--- src/rtl/gate_strobe_gen.sv ---
// gate_strobe_gen
// Event-triggered strobe sequencer for the kicker gate drivers. A matching
// event code starts a sequence: a programmable delay, then a burst of
// single-cycle strobes separated by a programmable spacing, then a holdoff
// during which further matches are ignored and counted.
//
// Ports
//   kgdClk       in   word clock, the only clock
//   kgdReset     in   asynchronous active-high reset
//   evCode       in   event code from the event receiver
//   evCodeValid  in   evCode valid this cycle
//   enable       in   generator enable; low aborts any activity
//   triggerCode  in   event code that starts a sequence
//   delay        in   cycles from match to first strobe, minus one
//   burstCount   in   strobes per sequence, minus one
//   spacing      in   cycles between strobes, minus one
//   holdoff      in   dead cycles after the last strobe
//   clearMissed  in   clears missedCount (wins over an increment)
//   kgdStrobe    out  registered single-cycle strobe
//   busy         out  high whenever the sequencer is not idle
//   missedCount  out  saturating count of ignored matches
//
// state   | meaning
// IDLE    | waiting for a match
// DELAY   | counting down the trigger-to-first-strobe delay
// BURST   | strobe cycle (kgdStrobe is high in every BURST cycle)
// SPACE   | counting down the gap between strobes
// HOLDOFF | dead time after the last strobe
module gate_strobe_gen #(
    parameter int DELAY_WIDTH   = 16,
    parameter int SPACING_WIDTH = 8,
    parameter int HOLDOFF_WIDTH = 16
) (
    input  logic                     kgdClk,
    input  logic                     kgdReset,
    input  logic [7:0]               evCode,
    input  logic                     evCodeValid,
    input  logic                     enable,
    input  logic [7:0]               triggerCode,
    input  logic [DELAY_WIDTH-1:0]   delay,
    input  logic [3:0]               burstCount,
    input  logic [SPACING_WIDTH-1:0] spacing,
    input  logic [HOLDOFF_WIDTH-1:0] holdoff,
    input  logic                     clearMissed,
    output logic                     kgdStrobe,
    output logic                     busy,
    output logic [7:0]               missedCount
);

    typedef enum logic [2:0] {
        IDLE    = 3'd0,
        DELAY   = 3'd1,
        BURST   = 3'd2,
        SPACE   = 3'd3,
        HOLDOFF = 3'd4
    } stateType;

    localparam logic [DELAY_WIDTH-1:0]   DLY_ONE  = 1;
    localparam logic [SPACING_WIDTH-1:0] SPC_ONE  = 1;
    localparam logic [HOLDOFF_WIDTH-1:0] HLD_ONE  = 1;

    stateType                 state;
    logic [DELAY_WIDTH-1:0]   delayCnt;
    logic [SPACING_WIDTH-1:0] spaceCnt;
    logic [HOLDOFF_WIDTH-1:0] holdCnt;
    logic [SPACING_WIDTH-1:0] spacingReg;
    logic [HOLDOFF_WIDTH-1:0] holdoffReg;
    logic [3:0]               strobesLeft;
    logic                     match;

    assign match = enable & evCodeValid & (evCode == triggerCode);
    assign busy  = (state != IDLE);

    // The strobe is registered, so it is set on the edge that enters a BURST
    // cycle. Counters are loaded with (count - 1) so that a state with
    // count N occupies exactly N cycles; a zero count skips the state.
    always_ff @(posedge kgdClk or posedge kgdReset) begin
        if (kgdReset) begin
            state       <= IDLE;
            kgdStrobe   <= 1'b0;
            missedCount <= 8'd0;
            delayCnt    <= '0;
            spaceCnt    <= '0;
            holdCnt     <= '0;
            spacingReg  <= '0;
            holdoffReg  <= '0;
            strobesLeft <= 4'd0;
        end else begin
            kgdStrobe <= 1'b0;

            if (!enable) begin
                state <= IDLE;
            end else begin
                case (state)
                    IDLE: begin
                        if (match) begin
                            spacingReg  <= spacing;
                            holdoffReg  <= holdoff;
                            strobesLeft <= burstCount;
                            if (delay == '0) begin
                                state     <= BURST;
                                kgdStrobe <= 1'b1;
                            end else begin
                                state    <= DELAY;
                                delayCnt <= delay - DLY_ONE;
                            end
                        end
                    end
                    DELAY: begin
                        if (delayCnt == '0) begin
                            state     <= BURST;
                            kgdStrobe <= 1'b1;
                        end else begin
                            delayCnt <= delayCnt - DLY_ONE;
                        end
                    end
                    BURST: begin
                        if (strobesLeft == 4'd0) begin
                            if (holdoffReg == '0) begin
                                state <= IDLE;
                            end else begin
                                state   <= HOLDOFF;
                                holdCnt <= holdoffReg - HLD_ONE;
                            end
                        end else begin
                            strobesLeft <= strobesLeft - 4'd1;
                            if (spacingReg == '0) begin
                                kgdStrobe <= 1'b1;
                            end else begin
                                state    <= SPACE;
                                spaceCnt <= spacingReg - SPC_ONE;
                            end
                        end
                    end
                    SPACE: begin
                        if (spaceCnt == '0) begin
                            state     <= BURST;
                            kgdStrobe <= 1'b1;
                        end else begin
                            spaceCnt <= spaceCnt - SPC_ONE;
                        end
                    end
                    HOLDOFF: begin
                        if (holdCnt == '0) begin
                            state <= IDLE;
                        end else begin
                            holdCnt <= holdCnt - HLD_ONE;
                        end
                    end
                    default: state <= IDLE;
                endcase
            end

            // match already includes enable, so nothing is counted while disabled
            if (clearMissed) begin
                missedCount <= 8'd0;
            end else if (match && (state != IDLE) && (missedCount != 8'hFF)) begin
                missedCount <= missedCount + 8'd1;
            end
        end
    end

endmodule

--- config.mk ---
export PLATFORM = sky130hd
export DESIGN_NAME = gate_strobe_gen
export DESIGN_NICKNAME = d
export VERILOG_FILES = /design/src/rtl/gate_strobe_gen.sv
export SDC_FILE = /design/constraint.sdc
export NUM_CORES = 1
export LEC_CHECK = 0
export BUFFER_PORTS_ARGS = -buffer_cell sky130_fd_sc_hd__buf_2
export CAP_MARGIN = 20
export CORE_MARGIN = 1.5
export CORE_UTILIZATION = 30
export CTS_CLUSTER_SIZE = 25
export DETAILED_ROUTE_END_ITERATION = 8
export PLACE_DENSITY_LB_ADDON = 0.1
export SYNTH_ARGS = -nofsm -noshare
export SYNTH_HDL_FRONTEND = slang
export SYNTH_SLANG_ARGS = --single-unit
export TNS_END_PERCENT = 100
--- constraint.sdc ---
create_clock -name kgdClk -period 3.45 [get_ports kgdClk]
set_input_delay 0.345 -clock kgdClk [delete_from_list [all_inputs] [get_ports kgdClk]]
set_output_delay 0.345 -clock kgdClk [all_outputs]
set_load 0.01 [all_outputs]
==> impl_metrics.ini <==
[cts]
clock_path_buffers = 2
cts_setup_buffers = 0
numClockSinks = 80
insertion_delay_ns = 0.35
path_clk_slew_ns = 0.07
numCtsBuffers = 9
h-tree-depth = 3
cts_resized = 0
cts_hold_buf = 0
cts_tree = built
cts_root_buf = clkbuf_16

[cells_and_area]
area_growth_pct = 16.3
instances_no_fill = 945
antenna_cells = 0
n_fill_cell = 1877
design_area_sq_um = 6410
final_net_count = 782
final_layout_size_suffix_gt1_share_pct = 21.4

[yosys]
ys_seq_elements = 80
yosys-top-cells-area = dfrtp_1 36%, mux2_2 5.7%, o21ai_0 5.4%, nor2_1 4.3%, nor3_1 4.1%
synth_nets = 717
synth_top_area_share_pct = 36.3
synth_cells = 647
ys_warn_count = 0
ys.flop_type = dfrtp_1
ys_seq_area_share_pct = 36.3
syn-cell-area_sq_um = 5510
synth.distinct_cells = 69
synth_edf_count = 0
ys_async_sr_fraction_pct = 100
yosys.area.top_type = dfrtp_1
synth_area_per_cell_sq_um = 8.52

[placed_design]
place_area_sq_um = 6140
gp_congestion = 0.776
place_ws_ns = 0.334
place_inst = 930
hpwl_microns = 11200
place.port_buffers = 74

[power_and_ir_drop]
power_density_nw_per_um2 = 397
p_sw_uw = 777
ir_drop_v = 0.000238
seqPwrFrac_pct = 44.7
swShare_pct = 30.5
leakage_uw = 0.00278
pwr-share-comb_pct = 19.3
clock_power_share_pct = 35.9
internal_power_uw = 1770

[die]
io_pins = 75
die_w_microns = 139
dieArea_sq_um = 19200
die_h_microns = 139
start_util_pct = 30.7
design.core.area_sq_um = 18000
rows = 49

[sta]
rsz0062_at_grt = false
fmax_mhz = 324
finalSetupViolations = 0
hold_violations = 0
clock_skew_ns = 0.0114
relSlewSlack_pct = 39.7
holdWs_ns = 0.151
drv_slew = 0
fin_crit_sh_pct = 89.4
setup_tns_ns = 0
tightest_slew_ns = 0.904
setup_ws_ns = 0.367
layout_min_cycle_time_ns = 3.08

[detailed_routing]
wl_per_cell_microns = 16.4
drtPass1Iterations = 5
via_count = 5306
drt-initial-drc-count = 360
ant_nets = 0
via_per_inst = 5.61
drc = 0
routed_wl_microns = 15500

[setup_path]
cp_max_fo = 12
cp-end-kind = flop
critPathLaunchType = flop
path_class = flop to flop
worst_ep_arrival_time_ns = 3.31
worst_ep_required_time_ns = 3.67

[global_route]
antenna_found_initial = 0
grt_pass1_wl_microns = 26000
overflow = 0
grt_usage_pct = 16.4
grt_max_degree = 49
grt_pass1_vias = 5082

[hold_path]
worstHoldPathType = input pin to asynchronous set/reset pin

[flow_run]
cap_violations = 0

[outcome]
status = finished clean
==> logic make-up after synthesis <==
| kind of cell | after synthesis | share of synthesized area, % |
|---|---|---|
| buf+inv | 48 | 3.72 |
| mux | 42 | 8.26 |
| simple gates | 263 | 25.3 |
| xor+xnor | 18 | 2.86 |
| flops | 80 | 36.3 |
| fa+ha+maj | 5 | 1.13 |
| compound gates | 191 | 22.4 |
==> sequential cells by signal (all words and copies together), names as in the netlist <==
signal / flops
delayCnt: 16
state: 3
strobesLeft: 4
holdCnt: 16
spacingReg: 8
holdoffReg: 16
kgdStrobe: 1
spaceCnt: 8
missedCount: 8
==> area by class of cell <==
class                           count  area (sq um)  share of cell area [%]
Multi-Input combinational cell    519          3320                    51.7
Clock buffer                       12           256                    4.00
Timing Repair Buffer               89           483                    7.53
Tap cell                          229           287                    4.47
Sequential cell                    80          2000                    31.2
Inverter                           13          50.0                   0.780
Clock inverter                      3          17.5                   0.273
==> routing by layer <==
layer | GRT usage [%] | wire length, microns | vias to the layer above
met5 | 0 | 0 | -
met3 | 2.69 | 642 | 17
met2 | 25.7 | 7070 | 127
met1 | 22.8 | 7540 | 2574
met4 | 6.20 | 289 | 0
li1 | - | - | 2588
==> power by group through the flow <==
stage               combinational (uW)  clock [uW]  sequential [uW]
floorplan                          359           0             1120
global placement                   482           0             1150
detailed placement                 491           0             1150
CTS                                496         945             1140
global route                       558         982             1160
finish                             492         915             1140
==> layout by cell type, fill, tap and decap left out, types with 3 or more instances in the layout <==
cell type | Yosys | routed
o22ai_1 | 6 | 6
nand3b_1 | 3 | 3
a22o_1 | 7 | 7
buf_4 | 2 | 15
o21ai_0 | 59 | 59
xor2_1 | 7 | 7
buf_2 | 8 | 74
a221oi_1 | 3 | 3
or3b_1 | 7 | 7
or4_1 | 9 | 9
and3_1 | 6 | 6
a31oi_1 | 16 | 16
nor3_1 | 45 | 45
nand2b_1 | 8 | 8
a21o_1 | 7 | 7
nand3_1 | 16 | 16
o31ai_1 | 8 | 8
mux2i_1 | 14 | 14
dfrtp_1 | 80 | 80
or3_1 | 10 | 10
o211ai_1 | 5 | 5
mux2_2 | 28 | 28
clkbuf_16 | 0 | 9
nor4b_1 | 5 | 5
nand4_1 | 9 | 9
a31o_2 | 4 | 4
xnor2_1 | 11 | 11
clkinv_2 | 0 | 3
a21oi_1 | 42 | 42
nand2_1 | 51 | 51
nor2_1 | 63 | 63
a211oi_1 | 5 | 5
nor4_1 | 11 | 11
inv_1 | 12 | 11
a2111oi_0 | 5 | 5
and2_1 | 3 | 3
ha_1 | 5 | 5
nor4_2 | 4 | 4
==> cells in the mapped netlist, types with 3 or more instances <==
library cell,count
nor4_2,4
nand2_1,51
and3_1,6
a211oi_1,5
nor2_1,63
inv_1,12
o21ai_0,59
or4_1,9
nand3_1,16
xnor2_1,11
a31oi_1,16
nor3_1,45
buf_1,4
a21oi_1,42
o31ai_1,8
nand3b_1,3
dfrtp_1,80
mux2i_1,14
o22ai_1,6
a22o_1,7
o211ai_1,5
ha_1,5
nand2b_1,8
mux2_2,28
a21o_1,7
nor4b_1,5
and2_1,3
clkbuf_1,20
a2111oi_0,5
nor4_1,11
or3b_1,7
a221oi_1,3
a31o_2,4
buf_2,8
nand4_1,9
xor2_1,7
or3_1,10
==> worst paths after layout <==
check                                         from                    endpoint  slack [ns]  depth (start not counted)
max                           state[0]$_DFFE_PP0P_    delayCnt[10]$_DFFE_PP0P_        0.37                          9
min                                       kgdReset  missedCount[0]$_DFFE_PP0P_        0.15                          2
max reg2reg                   state[0]$_DFFE_PP0P_    delayCnt[10]$_DFFE_PP0P_        0.37                          9
min reg2reg                spaceCnt[7]$_DFFE_PP0P_     spaceCnt[7]$_DFFE_PP0P_        0.50                          2
max in group asynchronous                 kgdReset  strobesLeft[1]$_DFFE_PP0P_        2.47                          3
min in group kgdClk                    holdoff[12]  holdoffReg[12]$_DFFE_PP0P_        0.23                          2
==> critical path, cell delays in order (launching register included) <==
cell and delay, ns:
dfrtp_1 0.58, nor3b_2 0.43, mux2i_1 0.29, ha_1 0.29, inv_1 0.08, nor4_2 0.45, o22ai_1 0.22, or3b_1 0.38
a31oi_1 0.18, a21oi_1 0.06
==> through the flow <==
step | utilization [%] | total power (uW)
2_1_floorplan | - | 1480
3_3_place_gp | 34.2 | 1630
3_5_place_dp | 34.2 | 1640
4_1_cts | 35.7 | 2580
5_1_grt | 35.7 | 2700
6_report | 35.7 | 2550
Power figures use the tool's default switching activity.
